**src/rtl/cpu_pkg.sv**
```systemverilog
// Shared definitions for the instruction-cycle sequencer and the decoder side.
// Contents: FSM state enum, phase-class enum, opcode field position, named opcodes.
// No logic here; the opcode helper is a pure field extract.
package cpu_pkg;

  typedef enum logic [2:0] {
    S_IDLE,
    S_FETCH,
    S_DECODE,
    S_E1,
    S_E2,
    S_E3,
    S_HALT
  } state_t;

  // Number of execute phases an opcode needs; CLS_STOP marks the halt opcode.
  typedef enum logic [1:0] {
    CLS_STOP,
    CLS_1,
    CLS_2,
    CLS_3
  } phase_cls_t;

  localparam int INSTR_W = 16;
  localparam int OPC_MSB = 15;
  localparam int OPC_LSB = 11;

  localparam logic [4:0] OP_STP = 5'b00000;
  localparam logic [4:0] OP_ADM = 5'b00010;
  localparam logic [4:0] OP_MLR = 5'b00111;
  localparam logic [4:0] OP_LDI = 5'b10001;

  function automatic logic [4:0] opcode_of(input logic [INSTR_W-1:0] instr);
    return instr[OPC_MSB:OPC_LSB];
  endfunction

endpackage

```
**src/rtl/phase_sequencer_if.sv**
```systemverilog
// Bundle between the sequencer and its neighbours (instruction memory, decoder, run control).
// master: the sequencer (drives ir, phase strobes, status, retired count).
// slave : the environment (drives run, instr_q, mem_wait, and step when PHASE_SEQ_STEP_EN is defined).
interface phase_sequencer_if #(
  parameter int CNT_W = 16
);
  logic             run;
  logic [15:0]      instr_q;
  logic             mem_wait;
`ifdef PHASE_SEQ_STEP_EN
  logic             step;
`endif
  logic [15:0]      ir;
  logic             f;
  logic             e1;
  logic             e2;
  logic             e3;
  logic             busy;
  logic             halted;
  logic [CNT_W-1:0] retired;

`ifdef PHASE_SEQ_STEP_EN
  modport master (
    input  run, instr_q, mem_wait, step,
    output ir, f, e1, e2, e3, busy, halted, retired
  );
  modport slave (
    output run, instr_q, mem_wait, step,
    input  ir, f, e1, e2, e3, busy, halted, retired
  );
`else
  modport master (
    input  run, instr_q, mem_wait,
    output ir, f, e1, e2, e3, busy, halted, retired
  );
  modport slave (
    output run, instr_q, mem_wait,
    input  ir, f, e1, e2, e3, busy, halted, retired
  );
`endif

endinterface

```
**src/rtl/op_class.sv**
```systemverilog
// Combinational opcode -> execute-phase-class lookup.
// Ports: opcode (instr[15:11]) in, cls out. No state, zero latency.
// Shared with decoder-side checks so both agree on instruction length.
module op_class
  import cpu_pkg::*;
(
  input  logic [4:0] opcode,
  output phase_cls_t cls
);

  always_comb begin
    cls = CLS_STOP;
    casez (opcode)
      OP_STP:   cls = CLS_STOP;
      5'b00001: cls = CLS_1;
      5'b00010: cls = CLS_2;
      5'b00011: cls = CLS_2;
      5'b00100: cls = CLS_1;
      5'b00101: cls = CLS_2;
      5'b00110: cls = CLS_2;
      5'b00111: cls = CLS_3;
      5'b01000: cls = CLS_3;
      5'b01001: cls = CLS_1;
      5'b01010: cls = CLS_1;
      5'b01011: cls = CLS_1;
      5'b0110?: cls = CLS_1;
      5'b01110: cls = CLS_1;
      5'b01111: cls = CLS_1;
      5'b100??: cls = CLS_1;
      5'b101??: cls = CLS_2;
      5'b11000: cls = CLS_2;
      5'b11001: cls = CLS_2;
      5'b11010: cls = CLS_3;
      5'b11011: cls = CLS_3;
      5'b111??: cls = CLS_2;
      default:  cls = CLS_STOP;
    endcase
  end

endmodule

```
**src/rtl/phase_sequencer.sv**
```systemverilog
// Instruction-cycle FSM: FETCH, DECODE, then 1..3 execute phases; owns ir and the retired count.
// Ports: clk, rst_n (async active-low, already release-synchronised upstream), bus (master modport).
// Latency run->f 1 cycle; mem_wait stretches E2 only. Optional PHASE_SEQ_STEP_EN adds single-step.
module phase_sequencer
  import cpu_pkg::*;
#(
  parameter int CNT_W = 16
) (
  input  logic                clk,
  input  logic                rst_n,
  phase_sequencer_if.master   bus
);

  state_t           state_q;
  state_t           state_d;
  phase_cls_t       cls_q;
  phase_cls_t       dec_cls;
  logic [15:0]      ir_q;
  logic [CNT_W-1:0] retired_q;
  logic             f_q;
  logic             e1_q;
  logic             e2_q;
  logic             e3_q;
  logic             busy_q;
  logic             halted_q;
  logic             retire;
  logic             start;
  logic             cont;

  op_class u_op_class (
    .opcode (opcode_of(bus.instr_q)),
    .cls    (dec_cls)
  );

`ifdef PHASE_SEQ_STEP_EN
  // Set when the current instruction was launched by step rather than run;
  // forces a return to IDLE at its end whatever run does meanwhile.
  logic step_mode_q;
  assign start = bus.run | bus.step;
  assign cont  = bus.run & ~step_mode_q;
`else
  assign start = bus.run;
  assign cont  = bus.run;
`endif

  // run is only looked at in IDLE and at end-of-instruction, so dropping it
  // mid-instruction lets the instruction finish.
  always_comb begin
    state_d = state_q;
    retire  = 1'b0;
    case (state_q)
      S_IDLE:   if (start) state_d = S_FETCH;
      S_FETCH:  state_d = S_DECODE;
      S_DECODE: state_d = (dec_cls == CLS_STOP) ? S_HALT : S_E1;
      S_E1: begin
        if (cls_q == CLS_2 || cls_q == CLS_3) state_d = S_E2;
        else                                  retire  = 1'b1;
      end
      S_E2: begin
        if (!bus.mem_wait) begin
          if (cls_q == CLS_3) state_d = S_E3;
          else                retire  = 1'b1;
        end
      end
      S_E3:     retire  = 1'b1;
      S_HALT:   state_d = S_HALT;
      default:  state_d = S_IDLE;
    endcase
    if (retire) state_d = cont ? S_FETCH : S_IDLE;
  end

  // Strobes and status are decoded from the next state so they come straight
  // from flops yet line up with the registered state.
  always_ff @(posedge clk or negedge rst_n) begin
    if (!rst_n) begin
      state_q   <= S_IDLE;
      cls_q     <= CLS_STOP;
      ir_q      <= '0;
      retired_q <= '0;
      f_q       <= 1'b0;
      e1_q      <= 1'b0;
      e2_q      <= 1'b0;
      e3_q      <= 1'b0;
      busy_q    <= 1'b0;
      halted_q  <= 1'b0;
`ifdef PHASE_SEQ_STEP_EN
      step_mode_q <= 1'b0;
`endif
    end else begin
      state_q  <= state_d;
      f_q      <= (state_d == S_FETCH);
      e1_q     <= (state_d == S_E1);
      e2_q     <= (state_d == S_E2);
      e3_q     <= (state_d == S_E3);
      busy_q   <= (state_d != S_IDLE) && (state_d != S_HALT);
      halted_q <= (state_d == S_HALT);
      // Class is captured alongside ir so later phases never re-decode ir.
      if (state_q == S_DECODE) begin
        ir_q  <= bus.instr_q;
        cls_q <= dec_cls;
      end
      if (retire) retired_q <= retired_q + CNT_W'(1);
`ifdef PHASE_SEQ_STEP_EN
      if (state_q == S_IDLE && state_d == S_FETCH) step_mode_q <= ~bus.run;
      else if (retire)                             step_mode_q <= 1'b0;
`endif
    end
  end

  assign bus.ir      = ir_q;
  assign bus.f       = f_q;
  assign bus.e1      = e1_q;
  assign bus.e2      = e2_q;
  assign bus.e3      = e3_q;
  assign bus.busy    = busy_q;
  assign bus.halted  = halted_q;
  assign bus.retired = retired_q;

endmodule

```
**src/flat_wrapper.sv**
```systemverilog
// flat-port wrapper written by rule: the top's interface ports become plain ports
module phase_sequencer_flat import cpu_pkg::*;
#(
  parameter int CNT_W = 16
)
  (clk, rst_n, bus_run, bus_instr_q, bus_mem_wait, bus_ir, bus_f, bus_e1, bus_e2, bus_e3, bus_busy, bus_halted, bus_retired);
  phase_sequencer_if #(.CNT_W(CNT_W)) bus_i ();
  input  logic clk;
  input  logic rst_n;
  input wire logic [$bits(bus_i.run)-1:0] bus_run;
  input wire logic [$bits(bus_i.instr_q)-1:0] bus_instr_q;
  input wire logic [$bits(bus_i.mem_wait)-1:0] bus_mem_wait;
  output wire logic [$bits(bus_i.ir)-1:0] bus_ir;
  output wire logic [$bits(bus_i.f)-1:0] bus_f;
  output wire logic [$bits(bus_i.e1)-1:0] bus_e1;
  output wire logic [$bits(bus_i.e2)-1:0] bus_e2;
  output wire logic [$bits(bus_i.e3)-1:0] bus_e3;
  output wire logic [$bits(bus_i.busy)-1:0] bus_busy;
  output wire logic [$bits(bus_i.halted)-1:0] bus_halted;
  output wire logic [$bits(bus_i.retired)-1:0] bus_retired;
  assign bus_i.run = bus_run;
  assign bus_i.instr_q = bus_instr_q;
  assign bus_i.mem_wait = bus_mem_wait;
  assign bus_ir = bus_i.ir;
  assign bus_f = bus_i.f;
  assign bus_e1 = bus_i.e1;
  assign bus_e2 = bus_i.e2;
  assign bus_e3 = bus_i.e3;
  assign bus_busy = bus_i.busy;
  assign bus_halted = bus_i.halted;
  assign bus_retired = bus_i.retired;
  phase_sequencer #(.CNT_W(CNT_W)) u_core (.clk(clk), .rst_n(rst_n), .bus(bus_i));
endmodule
```
**config.mk**
```make
export PLATFORM = sky130hd
export DESIGN_NAME = phase_sequencer_flat
export DESIGN_NICKNAME = d
export VERILOG_FILES = /design/src/rtl/cpu_pkg.sv /design/src/rtl/phase_sequencer_if.sv /design/src/rtl/op_class.sv /design/src/rtl/phase_sequencer.sv /design/src/flat_wrapper.sv
export SDC_FILE = /design/constraint.sdc
export NUM_CORES = 1
export LEC_CHECK = 0
export CAP_MARGIN = 20
export CORE_ASPECT_RATIO = 1.25
export CORE_UTILIZATION = 50
export CTS_CLUSTER_SIZE = 20
export DETAILED_ROUTE_END_ITERATION = 10
export PLACE_DENSITY = 0.87
export RECOVER_POWER = 100
export SYNTH_ARGS = -nofsm -noshare
export SYNTH_HDL_FRONTEND = slang
export SYNTH_SLANG_ARGS = --single-unit
```
**constraint.sdc**
```tcl
create_clock -name clk -period 5.3 [get_ports clk]
set_clock_uncertainty 0.1 [all_clocks]
set_input_delay 1.06 -clock clk [delete_from_list [all_inputs] [get_ports clk]]
set_output_delay 1.06 -clock clk [all_outputs]
set_load 0.03 [all_outputs]
```
==> flow_metrics.env, run 1 <==
export IMPL_path_buf_inv=1
export IMPL_synth_cell_types=38
export IMPL_crit_cells=1
export IMPL_avgSynthCellArea_um2=12.5
export IMPL_worst_pin_slew_ns=2.18
export IMPL_holdPathStages=1
export IMPL_synthArstFlopShare_pct=100
export IMPL_die_w_um=57
export IMPL_syn_instance_count=151
export IMPL_cp_max_fo=43
export IMPL_synth_nets=172
export IMPL_diodes=0
export IMPL_r2r_cells=4
export IMPL_area_growth_synth_to_final_pct=35.3
export IMPL_fin_setup_tns_ns=0
export IMPL_finalPower_w=0.00146
export IMPL_hold_path_class="reg2reg"
export IMPL_dpl_worst_slack_ns=2.54
export IMPL_rsz0062_at_grt="no"
export IMPL_violations="design-rule violations, max-capacitance violations, max-slew violations"
export IMPL_power_density_mw_per_mm2=571
export IMPL_clk_pin_slew_ns=0.08
export IMPL_ant_nets=0
export IMPL_drtPass1Iterations=7
export IMPL_rows=24
export IMPL_setup_ws_ns=2.56
export IMPL_track_usage_pct=22.8
export IMPL_syn_area_mm2=0.00189
export IMPL_clock_sinks=43
export IMPL_design_area_mm2=0.00256
export IMPL_viasPerCell=5.58
export IMPL_yosys_warnings=0
export IMPL_layout_drive_gt1_share_pct=13.0
export IMPL_antenna_found_initial=0
export IMPL_synth_seq_cells=43
export IMPL_min_period_ns=2.74
export IMPL_overflow=0
export IMPL_setup_viol=0
export IMPL_io_pins=58
export IMPL_slew_viol_final=44
export IMPL_start_util_pct=53.4
export IMPL_die_area_mm2=0.00403
export IMPL_ctsResizeCount=0
export IMPL_place_area_mm2=0.00250
export IMPL_coreArea_mm2=0.00354
export IMPL_p_leak_nw=1.14
export IMPL_routedWlPerCell_um=16.0
export IMPL_fin_crit_sh_pct=51.6
export IMPL_place_gp_congestion=0.825
export IMPL_critical_path_slowest_cell="clkbuf_1"
export IMPL_cts_hold_buf=0
export IMPL_insertion_delay_ns=0.29
export IMPL_synth_common_cells="dfrtp_1 (43), mux2_2 (17), nor2_1 (9)"
export IMPL_hpwlAfterDp_um=2910
export IMPL_vdd_drop_max_mv=0.322
export IMPL_die_h_um=70.8
export IMPL_portBuffers=57
export IMPL_synth_edf_count=0
export IMPL_hold_viol=0
export IMPL_holdWs_ns=0.368
export IMPL_path_cells="clkbuf_1"
export IMPL_cp_top_family="buffers and inverters"
export IMPL_crit_path_end_kind="asynchronous set/reset pin"
export IMPL_max_cap_viol_count=1
export IMPL_relSlewSlack_pct=-45.0
export IMPL_clockBufferDepth=2
export IMPL_synth_area_leaders="dfrtp_1 (57%), mux2_2 (10%), xor2_1 (3.7%)"
export IMPL_via_count=1418
export IMPL_status="finished, violations left"
export IMPL_dr_first_iter_drc_count=75
export IMPL_slowest_delay_ns=1.53
export IMPL_cp_arrival_ns=2.60
export IMPL_yosysTopAreaCell="dfrtp_1"
export IMPL_cts_tree="yes"
export IMPL_cp_required_ns=5.17
export IMPL_drc=12
export IMPL_drt_wl_total_um=4080
export IMPL_finalNetCount=235
export IMPL_synth_top_area_share_pct=56.9
export IMPL_grt_pass1_vias=1494
export IMPL_crit_type="in2async"
export IMPL_clock_root_buffer="clkbuf_8"
export IMPL_synth_most_common_cell="dfrtp_1"
export IMPL_ys_seq_area_share_pct=56.9
export IMPL_grt_start_max_net_pins=44
export IMPL_cts_setup_buffers=0
export IMPL_cts_buffers=5
export IMPL_cts_htree_levels=2
export IMPL_grt_pass1_wl_um=7040
export IMPL_synth_main_ff_cell="dfrtp_1"
export IMPL_startpoint_type="input pin"
export IMPL_fmax_mhz=365
[worst paths after layout]
check | from | slack (ns) | to
max | rst_n | 2.56 | u_core.bus.retired[5]$_DFFE_PN0P_
min | u_core.bus.retired[15]$_DFFE_PN0P_ | 0.37 | u_core.bus.retired[15]$_DFFE_PN0P_
max reg2reg | u_core.state_q[0]$_DFF_PN0_ | 3.06 | u_core.bus.ir[3]$_DFFE_PN0N_
min reg2reg | u_core.bus.retired[15]$_DFFE_PN0P_ | 0.37 | u_core.bus.retired[15]$_DFFE_PN0P_
max in group clk | bus_mem_wait | 2.58 | u_core.bus.retired[8]$_DFFE_PN0P_
min in group asynchronous | rst_n | 1.30 | u_core.bus.ir[8]$_DFFE_PN0N_
[kinds of logic (layout without fill, tap and decap cells)]
group | Yosys count | after routing | synth area share [%]
mux | 18 | 18 | 10.7
buf+inv | 6 | 70 | 1.26
fa+ha+maj | 1 | 1 | 0.662
xor+xnor | 15 | 15 | 6.95
compound gates | 22 | 22 | 9.00
flops | 43 | 43 | 56.9
simple gates | 46 | 46 | 14.6
[registers in the layout, indices dropped and copies added, names as in the netlist]
| name | cells |
|---|---|
| u_core.bus.busy | 1 |
| u_core.bus.e1 | 1 |
| u_core.bus.e2 | 1 |
| u_core.bus.e3 | 1 |
| u_core.bus.f | 1 |
| u_core.bus.halted | 1 |
| u_core.bus.ir | 16 |
| u_core.bus.retired | 16 |
| u_core.cls_q | 2 |
| u_core.state_q | 3 |
[area by class of cell]
| type | count | area (µm²) |
|---|---|---|
| multi-input cells | 102 | 733 |
| inverters | 4 | 15.0 |
| fillers | 270 | 985 |
| clock buffers | 6 | 82.6 |
| flip-flops and latches | 43 | 1080 |
| clock inverters | 2 | 35.0 |
| well taps | 39 | 48.8 |
| repair buffers | 58 | 568 |
[cell usage in the layout (no fill, tap or decap), types with 6 or more instances in the layout]
cell type,instances
o21ai_0,6
clkdlybuf4s50_1,16
mux2_2,17
xnor2_1,7
xor2_1,8
nor2_1,11
dfrtp_1,43
clkbuf_8,6
nand2_1,8
dlygate4sd3_1,40
[layer usage]
metal	GRT usage (%)	share of wire [%]	wire (µm)	up-vias
li1	-	-	-	662
met1	27.5	41	1670	696
met2	39.2	51	2090	53
met3	5.48	6.0	243	7
met4	8.94	1.7	68	0
met5	0	0	0	-
[report_power, final]
group	switching, W	leakage, nW	total (W)	internal (W)
clock network	0.000109	0.0612	0.000262	0.000152
logic	0.000373	0.554	0.000663	0.000290
registers	0.0000897	0.529	0.000537	0.000447
total	0.000572	1.14	0.00146	0.000889
[per-stage QoR]
step	util (%)	std cells
floorplan	-	151
global placement	70.7	246
detailed placement	70.7	246
CTS	74.0	254
global route	72.2	254
finish	72.2	254
Note: power is estimated with default switching activity, not from simulation.
==> run 2: changes to the inputs <==
--- a/config.mk
+++ b/config.mk
@@ -7,10 +7,10 @@
 export LEC_CHECK = 0
 export CAP_MARGIN = 20
 export CORE_ASPECT_RATIO = 1.25
-export CORE_UTILIZATION = 50
+export CORE_UTILIZATION = 42
 export CTS_CLUSTER_SIZE = 20
 export DETAILED_ROUTE_END_ITERATION = 10
-export PLACE_DENSITY = 0.87
+export PLACE_DENSITY = 0.78
 export RECOVER_POWER = 100
 export SYNTH_ARGS = -nofsm -noshare
 export SYNTH_HDL_FRONTEND = slang
==> constraint.sdc (replaced) <==
create_clock -name clk -period 2.45 [get_ports clk]
set_clock_uncertainty 0.1 [all_clocks]
set_input_delay 0.49 -clock clk [delete_from_list [all_inputs] [get_ports clk]]
set_output_delay 0.49 -clock clk [all_outputs]
set_load 0.03 [all_outputs]
==> run 2 against run 1 <==
Compared with the run above: the flow now finishes without violations; first-iteration DRC count shrank 24%; clock-buffer cell count shrank 1; die area grew 18%; combinational power grew 110%; clock power grew 150%; final cell count grew 7.9%; sequential power grew 110%; critical path depth is the same; via count shrank 2.3%; setup slack lost 2.2 ns; largest cell class unchanged; largest power group unchanged; highest routed layer unchanged.
==> flow_metrics.env, run 2 (synthesis results as in run 1) <==
export IMPL_path_buf_inv=1
export IMPL_cts_buffers=5
export IMPL_via_count=1385
export IMPL_fmax_mhz=474
export IMPL_cts_tree="yes"
export IMPL_start_util_pct=45.1
export IMPL_hold_path_class="in2async"
export IMPL_clk_pin_slew_ns=0.08
export IMPL_routedWlPerCell_um=13.1
export IMPL_cts_hold_buf=0
export IMPL_routed_top_layer="met4"
export IMPL_die_w_um=62.0
export IMPL_r2r_cells=5
export IMPL_dr_first_iter_drc_count=57
export IMPL_hpwlAfterDp_um=2570
export IMPL_layout_drive_gt1_share_pct=14.7
export IMPL_cp_top_family="buffers and inverters"
export IMPL_drtPass1Iterations=4
export IMPL_power_density_mw_per_mm2=1220
export IMPL_min_period_ns=2.11
export IMPL_antenna_found_initial=0
export IMPL_final_common_cell="dfrtp_1"
export IMPL_finalNetCount=238
export IMPL_ctsResizeCount=0
export IMPL_relSlewSlack_pct=31.4
export IMPL_clock_sinks=43
export IMPL_grt_start_max_net_pins=44
export IMPL_critical_path_slowest_cell="dlygate4sd3_1"
export IMPL_status="finished, final reports clean"
export IMPL_place_gp_congestion=0.768
export IMPL_fin_setup_tns_ns=0
export IMPL_slowest_delay_ns=0.77
export IMPL_r2r_slack_ns=0.43
export IMPL_cp_required_ns=1.86
export IMPL_worst_pin_slew_ns=1.03
export IMPL_layoutNonFillerInstCount=274
export IMPL_r2r_end="u_core.bus.retired[15]$_DFFE_PN0P_"
export IMPL_grt_pass1_vias=1372
export IMPL_startpoint_type="flip-flop"
export IMPL_insertion_delay_ns=0.29
export IMPL_setup_viol=0
export IMPL_slew_viol_final=0
export IMPL_routed_wl_met2_um=1740
export IMPL_final_cell_mix="dfrtp_1 (43), dlygate4sd3_1 (40), mux2_2 (17), clkdlybuf4s50_1 (16), nor2_1 (11)"
export IMPL_die_h_um=77.0
export IMPL_rows=26
export IMPL_clock_root_buffer="clkbuf_8"
export IMPL_track_usage_pct=17.1
export IMPL_diodes=0
export IMPL_ant_nets=0
export IMPL_io_pins=58
export IMPL_portBuffers=57
export IMPL_clockBufferDepth=2
export IMPL_drc=0
export IMPL_wl_met1_um=1550
export IMPL_crit_path_end_kind="output pin"
export IMPL_coreArea_mm2=0.00420
export IMPL_area_growth_synth_to_final_pct=38.5
export IMPL_die_area_mm2=0.00478
export IMPL_placed_cells=266
export IMPL_hold_viol=0
export IMPL_rsz0062_at_grt="no"
export IMPL_drt_wl_total_um=3580
export IMPL_max_cap_viol_count=0
export IMPL_crit_type="reg2out"
export IMPL_overflow=0
export IMPL_reg2reg_from="u_core.state_q[2]$_DFF_PN0_"
export IMPL_cp_max_fo=6
export IMPL_viasPerCell=5.05
export IMPL_vdd_drop_max_mv=0.500
export IMPL_path_cells="dlygate4sd3_1"
export IMPL_cp_arrival_ns=1.52
export IMPL_grt_pass1_wl_um=6010
export IMPL_fin_crit_sh_pct=86.2
export IMPL_cts_htree_levels=2
export IMPL_p_leak_nw=1.17
export IMPL_cts_setup_buffers=0
export IMPL_wl_met3_um=230
run 2: cell types whose count changed in the layout (fill, tap and decap cells not counted), sizes merged:
cell / previous run / this run
buf: 0 / 3
bufinv: 1 / 2
clkbuf: 8 / 7
clkinv: 1 / 0
clkinvlp: 0 / 1
run 2: through the flow:
| step | util (%) | hold WS (ns) | area, µm² | setup WS, ns | power [W] |
|---|---|---|---|---|---|
| floorplan | - | 0.0944 | 1890 | 0.666 | 0.00212 |
| global placement | 60.7 | 0.357 | 2550 | 0.303 | 0.00270 |
| detailed placement | 60.7 | 0.368 | 2550 | 0.284 | 0.00272 |
| CTS | 64.0 | 0.166 | 2680 | 0.337 | 0.00338 |
| global route | 62.4 | 0.417 | 2620 | 0.191 | 0.00341 |
| finish | 62.4 | 0.346 | 2620 | 0.339 | 0.00320 |
run 2: final cells by class:
cell class | instances | area (µm²)
multi-input combinational | 102 | 731
sequential | 43 | 1080
fill | 326 | 1580
tap | 56 | 70.1
clock buffer | 5 | 68.8
clock inverter | 3 | 67.6
timing repair buffer | 61 | 591
inverter | 4 | 15.0
run 2: worst max-delay path by stage:
stage               slack [ns]  depth (start not counted)                                 end                              start
finish                    0.34                          1                      bus_retired[2]  u_core.bus.retired[2]$_DFFE_PN0P_
CTS                       0.34                          1                      bus_retired[2]  u_core.bus.retired[2]$_DFFE_PN0P_
global placement          0.30                          6   u_core.bus.retired[5]$_DFFE_PN0P_                       bus_mem_wait
global route              0.19                          6  u_core.bus.retired[15]$_DFFE_PN0P_                       bus_mem_wait
floorplan                 0.67                          5   u_core.bus.retired[5]$_DFFE_PN0P_        u_core.state_q[2]$_DFF_PN0_
detailed placement        0.28                          6           u_core.bus.busy$_DFF_PN0_                    bus_instr_q[11]
run 2: power breakdown:
group	switching, W	internal (W)	total, W
clock network	0.000240	0.000406	0.000646
logic	0.000789	0.000624	0.00141
registers	0.000177	0.000967	0.00114
run 2: routing by layer:
metal	vias up	GRT usage (%)
met5	-	0
met4	0	7.11
met3	6	5.06
met2	47	26.5
met1	666	21.7
li1	666	-
==> run 3: changes to the inputs <==
--- a/config.mk
+++ b/config.mk
@@ -12,6 +12,7 @@
 export DETAILED_ROUTE_END_ITERATION = 10
 export PLACE_DENSITY = 0.78
 export RECOVER_POWER = 100
+export SLEW_MARGIN = 10
 export SYNTH_ARGS = -nofsm -noshare
 export SYNTH_HDL_FRONTEND = slang
 export SYNTH_SLANG_ARGS = --single-unit
==> results of run 3 <==
Final layout, timing and power as in run 2 (identical DEF).
